$ cat src/rtl/fma_write_buffer.sv
// Assembles lockstep FMA results into cache lines and queues them in a 2-entry FIFO for memory.
// Optional FMA_WRITE_BUFFER_STALL_EN adds a registered stall_out that is high while the FIFO is full.
module fma_write_buffer #(
   parameter int FMA_COUNT  = 2,
   parameter int WORD_WIDTH = 16,
   parameter int LINE_WIDTH = 3 * FMA_COUNT * WORD_WIDTH
) (
   input  logic                            clk_in,
   input  logic                            rst_in,
   input  logic [FMA_COUNT*WORD_WIDTH-1:0] fma_c_in,
   input  logic                            fma_valid_in,
   input  logic                            flush_in,
   input  logic                            line_ack_in,
   output logic [LINE_WIDTH-1:0]           line_out,
   output logic                            line_valid_out,
   output logic [1:0]                      slot_out,
`ifdef FMA_WRITE_BUFFER_STALL_EN
   output logic                            stall_out,
`endif
   output logic                            overflow_out
);

   localparam int CHUNK = FMA_COUNT * WORD_WIDTH;

   typedef enum logic [1:0] {EMPTY, ONE, FULL} state_t;

   state_t                  state;
   state_t                  state_next;
   logic [LINE_WIDTH-1:0]   asm_line;
   logic [LINE_WIDTH-1:0]   merged;
   logic [LINE_WIDTH-1:0]   fifo [2];
   logic                    wr_ptr;
   logic                    rd_ptr;
   logic                    do_push;
   logic                    do_pop;
   logic                    push_accept;

   // Current assembly with this cycle's results dropped into the active slot.
   always_comb begin
      merged = asm_line;
      if (fma_valid_in) begin
         case (slot_out)
            2'd0:    merged[0 +: CHUNK]       = fma_c_in;
            2'd1:    merged[CHUNK +: CHUNK]   = fma_c_in;
            default: merged[2*CHUNK +: CHUNK] = fma_c_in;
         endcase
      end
   end

   // A full FIFO can still take a line when the head leaves in the same cycle.
   assign do_push     = (fma_valid_in && slot_out == 2'd2) ||
                        (flush_in && (slot_out != 2'd0 || fma_valid_in));
   assign do_pop      = line_ack_in && (state != EMPTY);
   assign push_accept = do_push && (state != FULL || do_pop);

   always_comb begin
      state_next = state;
      if (push_accept && !do_pop) begin
         state_next = (state == EMPTY) ? ONE : FULL;
      end else if (do_pop && !push_accept) begin
         state_next = (state == FULL) ? ONE : EMPTY;
      end
   end

   always_ff @(posedge clk_in or negedge rst_in) begin
      if (!rst_in) begin
         state        <= EMPTY;
         asm_line     <= '0;
         slot_out     <= 2'd0;
         overflow_out <= 1'b0;
         fifo[0]      <= '0;
         fifo[1]      <= '0;
         wr_ptr       <= 1'b0;
         rd_ptr       <= 1'b0;
      end else begin
         state <= state_next;
         if (do_push) begin
            asm_line <= '0;
            slot_out <= 2'd0;
         end else if (fma_valid_in) begin
            asm_line <= merged;
            slot_out <= slot_out + 2'd1;
         end
         if (push_accept) begin
            fifo[wr_ptr] <= merged;
            wr_ptr       <= ~wr_ptr;
         end else if (do_push) begin
            overflow_out <= 1'b1;
         end
         if (do_pop) begin
            rd_ptr <= ~rd_ptr;
         end
      end
   end

`ifdef FMA_WRITE_BUFFER_STALL_EN
   always_ff @(posedge clk_in or negedge rst_in) begin
      if (!rst_in) begin
         stall_out <= 1'b0;
      end else begin
         stall_out <= (state_next == FULL);
      end
   end
`endif

   assign line_out       = fifo[rd_ptr];
   assign line_valid_out = (state != EMPTY);

endmodule

$ cat config.mk
export PLATFORM = sky130hd
export DESIGN_NAME = fma_write_buffer
export DESIGN_NICKNAME = d
export VERILOG_FILES = /design/src/rtl/fma_write_buffer.sv
export SDC_FILE = /design/constraint.sdc
export NUM_CORES = 1
export LEC_CHECK = 0
export BUFFER_PORTS_ARGS = -buffer_cell sky130_fd_sc_hd__buf_2
export CORE_MARGIN = 3
export CORE_UTILIZATION = 56
export DETAILED_ROUTE_END_ITERATION = 16
export MAX_ROUTING_LAYER = met4
export PLACE_DENSITY = 0.82
export SYNTH_ARGS = -nofsm -noshare
export SYNTH_HDL_FRONTEND = slang
export SYNTH_SLANG_ARGS = --single-unit
$ cat constraint.sdc
create_clock -name clk_in -period 5.74 [get_ports clk_in]
set_clock_uncertainty 0.1 [all_clocks]
set_input_delay 1.435 -clock clk_in [delete_from_list [all_inputs] [get_ports clk_in]]
set_output_delay 1.435 -clock clk_in [all_outputs]
set_load 0.05 [all_outputs]
After elaboration in Yosys (flattened, before gate mapping):

Index checks and enable logic that the tools add are counted.

* add/subtract/negate cells: 1
* $mul: 0
* divide/modulo/power cells: 0
* $lt $le $gt $ge: 3
* equal/unequal tests: 4
* shift-type cells: 0
* muxes and demuxes: 18
* bitwise gates (word level): 5
* reduce and logical (&&, ||, !) cells: 20

Operators with widths (number)
* $mux W96: 7
* $bwmux W192: 1
* $demux W96 S1: 1
* $mux W32: 3
* $mux W2: 5
* $reduce_bool A2 Y1: 4
* $logic_and A1 B1 Y1: 7
* $eq A2 B2 Y1 const B: 2
* $ge A2 B2 Y1 const B: 2
* $logic_not A2 Y1: 2
* $not A1 Y2: 2
* $logic_or A1 B1 Y1: 3
* $not A1 Y1: 3
* $add A2 B1 Y2 const B: 1
* $eq A2 B1 Y1 const B: 1
* $logic_not A1 Y1: 2
* $lt A2 B1 Y1 const B: 1
* $ne A2 B2 Y1 const B: 1
* $reduce_and A2 Y1: 1
* $reduce_or A2 Y1: 1
* $mux W1: 1

* bits in registers: 295
* bits in latches: 0
* RAM bits: 0
* ROM bits: 0
* input port bits: 37
* output and inout bits: 100
* word-level logic and storage cells: 59
* memories: 0

Longest topological paths before layout:

* word-level depth: 9
* mapped depth: 8
* gate-level depth less buffers: 8

Worst setup path before layout:

Ideal clock, no wire load.

* path type: reg-to-output
* start: register rd_ptr
* end: output port line_out[37]
* data arrival time: 1.551 ns
* required time: 4.205 ns
* slack: 2.654 ns
* stages on the path, launching flop included: 5
* buffers on the path: 3
* path through: dfrtp_1 clkbuf_1 clkbuf_1 buf_2 mux2_2

* word-level cells in the longest chain between the ends: 4

Ends and longest elaborated chain
* start: declaration: RTL line 33 `logic rd_ptr;`
* start signal: assignment: RTL line 91 `rd_ptr <= ~rd_ptr;`
* $not A1 Y2 (not written as such): RTL line 106 `assign line_out = fifo[rd_ptr];`
* $mux W96 (not written as such) (3 in series): RTL line 106
* end: declaration: RTL line 14 `output logic [LINE_WIDTH-1:0] line_out,`

No other way between the ends. The select of a mux whose other input is x is not followed.

Final worst setup path:

* start: register rd_ptr
* end: output port line_out[0]

The elaborated chain is that of the path after synthesis.

==> results.md <==
* Layout fillers at between 1500 and 2000
* Hold buffer count at cts at 0
* RSZ-0062 raised after global routing: false
* Met2 Use GR at between 30% and 40%
* Global-route wire length before repair at between 40000 and 50000 um
* Area of the core at approximately 23000 um^2
* Post-Syn Area at between 10000 and 15000 um^2
* Fmax at ~240 MHz
* Slowest cell on the critical path: dfrtp_4
* Initial antenna violation count at 2
* Pwr dens at about 580 nW/um^2
* Layout cell share with drive strength beyond 1 at 50.7%
* CTS Buf Count at 31
* Relative slew margins at between 20% and 30%
* Total Routed Length at roughly 28000 um
* Synthesized area per cell at 15.1 um^2
* Layer with the highest usage: met2
* DRC viols at 0
* Worst Setup Path Type: register to output port
* Post-CTS setup buffer count at 0
* Worst vdd ir at between 0.5 and 0.6 mV
* Placement Setup Slack at 1.91 ns
* Routed vias at around 7700
* Slew @ Worst Pin at 1.16 ns
* Grt total ovfl at 0
* Clock buffer depth at 3
* Period minus WS final at around 4.2 ns
* Buf+Inv Stages, Crit Path at 2
* CP peak stage delay at 0.97 ns
* Worst Slack Setup Final at 1.56 ns
* Clock Tree Root: clkbuf_16
* H-tree levels at 1
* Final Net Count at between 1000 and 1500
* Synth warnings at 0
* GP Congestion at between 0.7 and 0.8
* Met3 Use GR at 4.01%
* Tcrit/Tclk final at about 73%
* Clock latency on the worst-skew pair at 0.54 ns
* 1st-pass router iterations at 4
* Reg2Reg Depth at 6
* CTS tree: yes
* Largest delay contributor family on the critical path: flip-flops
* CTS sink cnt at around 300
* Row count at 55
* Final HPWL DP at 16400 um
* Vias in the first global route at roughly 8300
* Quantity of I/O buffers inserted on ports at between 100 and 150
* Routing usage on met1 at 31.3%
* Max Slew Vio Count at 0
* Hold depth at 1
* Die H at approximately 160 um
* Endpoint class of the critical path: output port
* Clock-pin slew on the worst setup and hold paths at 0.06 ns
* DR vias/cell at 5.80
* #FFs+latches synth at 295
* Reg2reg setup slack at 2.63 ns
* Ports at 137
* TNS Setup at 0 ns
* Required @ worst endpoint at about 4.2 ns
* Layout area overhead at 14.8%
* Worst Path Arrival at between 2 and 3 ns
* Status: finished clean
* Maxcap violations at 0
* # setup viols final at 0
* Cell variety after synth at 24
* Levels on crit path at 3
* Leakage at 7.69 nW
* DRT antenna net count at 0
* Iter 0 DRT Violations at between 300 and 400
* Synth Net Count at about 910
* Largest net degree at the start of global routing at 126
* Hold Crit Class: register to register
* Starting Density at 57.5%
* WL per Instance at about 21 um
* CP Cell Sequence: buf_4 > mux2_2 > buf_2
* Final hold violation count at 0
* Gr usage total at between 20% and 30%
* # resized after CTS at 0
* Register area share after synthesis at between 50% and 60%
* Cells after Synth at between 800 and 900
* CP Launch Type: register
* Die area at roughly 25000 um^2
* Crit path max fanout at 55
* Die Width at around 160 um
-- path summary, 6_finish.rpt --
kind,start,end
max,rd_ptr$_DFFE_PN0P_,line_out[0]
min,overflow_out$_DFFE_PN0P_,overflow_out$_DFFE_PN0P_
max reg2reg,slot_out[0]$_DFFE_PN0P_,fifo[45]$_DFFE_PN0P_
min reg2reg,overflow_out$_DFFE_PN0P_,overflow_out$_DFFE_PN0P_
max in group asynchronous,rst_in,fifo[137]$_DFFE_PN0P_
min in group asynchronous,rst_in,fifo[111]$_DFFE_PN0P_
-- layout make-up --
| type | count | area, um^2 | area share, % |
|---|---|---|---|
| clock inverters | 5 | 53.8 | 0.357 |
| flip-flops and latches | 295 | 7390 | 49.0 |
| diodes | 2 | 5.00 | 0.0332 |
| inverters | 3 | 11.3 | 0.0747 |
| clock buffers | 49 | 943 | 6.26 |
| well taps | 313 | 392 | 2.60 |
| repair buffers | 151 | 841 | 5.58 |
| multi-input cells | 508 | 5440 | 36.1 |
-- kinds of logic after synthesis --
kind of cell	synth area share (%)
multiplexers	33.0
adder cells (fa/ha/maj)	0.381
buffers and inverters	2.64
flip-flops	56.2
AO/OA/AOI/OAI	6.95
XOR/XNOR	0.200
AND/OR/NAND/NOR	0.591
-- state kept, by name (all words and copies together) (netlist names) --
name,flops
rd_ptr,1
asm_line,96
overflow_out,1
slot_out,2
state,2
wr_ptr,1
fifo,192
-- Yosys cell counts --
master | instances | share of area (%)
a211oi_2 | 2 | 0.19
a21o_1 | 2 | 0.11
a21oi_1 | 1 | 0.038
a22o_1 | 97 | 6.5
buf_1 | 1 | 0.029
buf_2 | 25 | 0.95
buf_4 | 3 | 0.17
buf_6 | 8 | 0.69
clkbuf_1 | 25 | 0.71
dfrtp_1 | 295 | 56
ha_1 | 4 | 0.38
inv_1 | 3 | 0.086
mux2_1 | 80 | 6.9
mux2_2 | 305 | 26
nand2_1 | 4 | 0.11
nand2b_1 | 1 | 0.048
nor2b_1 | 2 | 0.095
nor3_1 | 1 | 0.038
nor3b_1 | 1 | 0.057
nor3b_2 | 2 | 0.19
o21ai_2 | 1 | 0.067
o22a_1 | 1 | 0.067
or2_2 | 1 | 0.048
xnor2_1 | 3 | 0.20
-- placed cells by master, fill, tap and decap left out, types with 2 or more instances in the layout --
master       n
buf_12       3
a21o_1       2
buf_2      135
mux2_2     305
clkinv_2     3
diode_2      2
clkbuf_16   31
nand2_1      2
buf_4       12
xnor2_1      3
ha_1         4
clkbuf_1     8
nor3b_2      2
inv_1        3
nand2_2      2
a211oi_4     2
mux2_1      80
clkbuf_8    10
a22o_1      97
dfrtp_1    294
-- through the flow --
step	hold slack, ns	total power, mW	instance area [um^2]	utilization [%]	cells
2_1_floorplan	0.352	5.95	13100	-	868
3_3_place_gp	0.340	6.70	14100	61.6	1270
3_5_place_dp	0.342	6.79	14100	61.6	1270
4_1_cts	0.359	8.76	15100	65.9	1324
5_1_grt	0.396	9.09	15100	66.0	1326
6_report	0.358	8.68	15100	66.0	1326
-- layer usage --
metal  vias to the layer above  share of wire (%)  routed length (um)
met5                         -                  0                   0
met4                         0                1.2                 337
met3                        25                4.9                1350
met2                       152                 48               13100
met1                      4072                 46               12700
li1                       3447                  -                   -
-- report_power, final --
group,internal [mW],leakage [nW],total (mW),switching [mW]
Combinational,1.32,3.22,3.64,2.32
Sequential,2.71,3.98,3.10,0.382
Clock,1.16,0.494,1.94,0.781
Power figures use the tool's default switching activity.
